**src/rtl/decoder_scan.sv**
```systemverilog
// decoder_scan: registered one-hot decoder with direct select or prescaled auto-scan
module decoder_scan #(
  parameter int N   = 3,
  parameter int DIV = 4
) (
  input  logic           clk,
  input  logic           clrn,
  input  logic           ena,
  input  logic           mode,
  input  logic [N-1:0]   n,
  input  logic [N-1:0]   last,
  output logic [2**N-1:0] d,
  output logic [N-1:0]   idx,
  output logic           wrap
);
  localparam int PW = DIV > 1 ? $clog2(DIV) : 1;
  logic [PW-1:0] pre;
  logic          active;
  logic          tick;
  logic          at_end;
  assign tick   = pre == PW'(DIV - 1);
  assign at_end = idx >= last;
  // wrap covers last lowered below idx mid-scan, not just idx == last
  always_ff @(posedge clk or negedge clrn)
    if (!clrn) begin
      idx    <= '0;
      active <= 1'b0;
      pre    <= '0;
      wrap   <= 1'b0;
    end else if (!ena) begin
      active <= 1'b0;
      wrap   <= 1'b0;
    end else if (!mode) begin
      idx    <= n;
      active <= 1'b1;
      pre    <= '0;
      wrap   <= 1'b0;
    end else begin
      active <= 1'b1;
      pre    <= tick ? '0 : pre + 1'b1;
      wrap   <= tick && at_end;
      if (tick) idx <= at_end ? '0 : idx + 1'b1;
    end
  assign d = active ? (2**N)'(1) << idx : '0;
endmodule

```
**config.mk**
```make
export PLATFORM = sky130hd
export DESIGN_NAME = decoder_scan
export DESIGN_NICKNAME = d
export VERILOG_FILES = /design/src/rtl/decoder_scan.sv
export SDC_FILE = /design/constraint.sdc
export NUM_CORES = 1
export LEC_CHECK = 0
export CAP_MARGIN = 10
export CELL_PAD_IN_SITES_DETAIL_PLACEMENT = 1
export CELL_PAD_IN_SITES_GLOBAL_PLACEMENT = 1
export CORE_AREA = 2 2 41 43
export CTS_CLUSTER_SIZE = 10
export DETAILED_ROUTE_END_ITERATION = 7
export DIE_AREA = 0 0 43 45
export DONT_BUFFER_PORTS = 1
export PLACE_DENSITY = 0.77
export SLEW_MARGIN = 20
export SYNTH_ARGS = -nofsm -noshare
export SYNTH_HDL_FRONTEND = slang
export SYNTH_SLANG_ARGS = --single-unit
```
**constraint.sdc**
```tcl
create_clock -name clk -period 3.8 [get_ports clk]
set_input_delay 0.57 -clock clk [delete_from_list [all_inputs] [get_ports clk]]
set_output_delay 0.57 -clock clk [all_outputs]
set_load 0.005 [all_outputs]
```
==> results by group <==
Place
  – Post-DP HPWL: around 990 µm
  – Routability cong.: slightly above 0.7
  – Dpl cell area: ~570 µm²
  – Placed Cells: between 70 and 80
  – Number of port buffers: 0

GRT
  – GRT Util Overall: between 10% and 20%
  – Congestion Overflow GR: 0
  – Vias in the first global route: ~460
  – Initial antenna violation count: 0
  – Largest net degree at the start of global routing: 11
  – Global-route wire length before repair: ~2.2 mm

Clocking
  – CTS tree: built
  – H-tree Lvls: 1
  – Max clock buf depth: 2
  – Clock latency on the worst-skew pair: 0.24 ns
  – Root Driver: clkbuf_4
  – Clock sink count: 7
  – # Post-CTS Setup Buffers: 0
  – Hold_buf cts: 0
  – Post-cts gate resize count: 0
  – CTS buffer count: 3
  – Clk pin slew, worst setup/hold paths: about 0.060 ns

STA
  – Tcrit/Tclk final: between 40% and 50%
  – Hold WS: 0.3507 ns
  – Hold Violations, Final: 0
  – Final setup fails: 0
  – Fmax: 543.0 MHz
  – Slew @ Worst Pin: 0.3442 ns
  – Worst slew margin: ~77%
  – RSZ-0062 raised after global routing: false
  – Layout Skew: around 0.0034 ns
  – TNS Setup: 0 ns
  – Fin. max-slew vios: 0
  – Min cycle time layout: 1.842 ns

Detailed routing
  – Total Wirelength: 1.249 mm
  – Met3 WL: between 70 and 80 µm
  – Top sig layer: met4
  – Drt pass-1 iters: 2
  – Via density: 5.873
  – M1 WL: a little over 500 µm
  – Vias: 464
  – DRT iter0 DRCs: 2
  – Residual DRC: 0
  – Routed len/inst: 15.81 µm
  – Wire length on met2: 638 µm
  – ANT nets after route: 0

Finish
  – Fin cells: 79
  – Diode count: 0
  – Final Core Density: 41.50%
  – Area delta synth->final: 7.018%
  – Layout cells sized above 1: 15.87%
  – Final nets: 84
  – Post-route cell area: 610.6 µm²

Critical path
  – CP Class: reg2out
  – CP max stage delay: 0.47 ns
  – Maximum fanout along the worst path: 6
  – Crit start category: register
  – CP max-delay cell: dfrtp_1
  – CP top delay family: flip-flops
  – Crit path top cell by count: ha_1
  – Crit path buf inv count: 0
  – CP cell instances: ha_1, ha_1, and2_1
  – Worst path arrival time: 1.27 ns
  – Worst path required time: around 3.2 ns
  – Crit end category: output pin

Logic synthesis
  – Post-Synthesis Cell Area: roughly 570 µm²
  – Async SR Flop Fraction: 100.0%
  – Syn Nets: 80
  – Netlist cell types: 23
  – Syn. warnings: 0
  – Post-synth EDFFs: 0
  – Syn Inst Count: 60
  – Main synth FF type: dfrtp_1
  – Syn_area_per_cell: 9.509 µm²
  – Post-synthesis sequential area ratio: 30.70%
  – Flops & latches, synth: 7

Pwr
  – Switch Pwr: 0.00009284 W
  – Sw Share: 36.40%
  – Pwr/cell area: ~420 nW/µm²
  – Seq pwr share: 41.1%
  – Part of the power in combinational logic: 32.6%
  – Internal Dissipation: 0.0001622 W
  – Peak VDD IR: around 0.17 mV
  – Clock power frac: about a quarter
  – Leakage: 0.3171 nW

Status
  – Status: complete, no violations

Floorplan
  – Starting Density: 38.78%
  – Std-Cell Rows: 14
  – Die Span Y: about 45 µm
  – Core area: approximately 1500 µm²
  – IO Pins: 22
  – Die ar.: 1935 µm²
  – Chip width: ~43 µm

Min path
  – HP Class: in2reg

Flow run
  – Max-cap violations: 0
-- Yosys cell counts (all sizes together), types with 2 or more instances --
cell type	instances	area share (%)
ha	10	22
inv	8	5.3
dfrtp	7	31
and3	6	6.6
a21oi	4	4.2
nand2b	4	7.0
a31oi	3	3.3
and2	3	3.7
o21ai	3	2.6
nand3	2	1.8
o2111ai	2	3.1
-- placed cells by master (no fill, tap or decap) --
cell and instances:
o21ai_1 1, nand2_1 1, nor2_1 1, nand3_1 2
and2b_1 1, nand2b_2 3, o21ai_0 2, a31oi_1 3
o2111ai_1 2, a21oi_2 1, and3_1 6, clkbuf_4 3
dfrtp_1 7, dlygate4sd3_1 1, inv_1 8, and2_1 2
nor2b_2 1, clkbuf_1 1, and4_1 1, ha_1 10
o211ai_1 1, a21oi_1 3, nand2b_4 1, and2_4 1
-- flip-flops by register name, indices dropped and copies added, names as in the netlist --
register	cells
active	1
idx	3
pre	2
wrap	1
-- metrics by stage --
stage	power (W)	worst slack (ns)
final	0.0002551	1.958
after global placement	0.0001799	2.244
after floorplan	0.0001669	2.291
after CTS	0.0002575	1.938
after detailed placement	0.0001884	2.206
after global routing	0.0002825	1.866
-- logic make-up (layout without fill, tap and decap cells) --
group                    count (synthesis)  after routing  share of synthesized area, %
AO/OA/AOI/OAI                           13             13                         14.47
flip-flops                               7              7                         30.70
AND/OR/NAND/NOR                         20             20                         24.78
buffers and inverters                   10             13                         8.113
adder cells (fa/ha/maj)                 10             10                         21.93
-- power groups by stage --
stage | sequential, W | clock (W) | combinational (W)
CTS | 0.000105 | 0.0000699 | 0.0000827
global route | 0.000107 | 0.0000767 | 0.0000984
floorplan | 0.0000994 | 0 | 0.0000675
detailed placement | 0.000106 | 0 | 0.0000824
global placement | 0.000104 | 0 | 0.0000755
finish | 0.000105 | 0.0000670 | 0.0000831
-- layer usage --
| metal | global-route usage [%] | vias up |
|---|---|---|
| li1 | - | 218 |
| met1 | 18.11 | 228 |
| met2 | 26.67 | 16 |
| met3 | 2.800 | 2 |
| met4 | 9.091 | 0 |
| met5 | 0 | - |
-- final timing paths --
path                        start      to  slack (ns)  depth (start not counted)
min reg2reg                pre[1]  pre[1]        0.55                          2
max                        idx[1]    d[3]        1.96                          3
min                           ena  active        0.35                          0
min in group asynchronous    clrn  active        0.66                          1
max in group asynchronous    clrn  idx[1]        2.88                          1
max reg2reg                idx[2]    wrap        2.32                          4
-- area by class of cell --
| class | instances | area (µm²) |
|---|---|---|
| timing repair buffer | 1 | 10.01 |
| fill | 189 | 860.8 |
| sequential | 7 | 175.2 |
| multi-input combinational | 43 | 349.1 |
| inverter | 8 | 30.03 |
| tap | 16 | 20.02 |
| clock buffer | 4 | 26.28 |
Note: power is estimated with default switching activity, not from simulation.
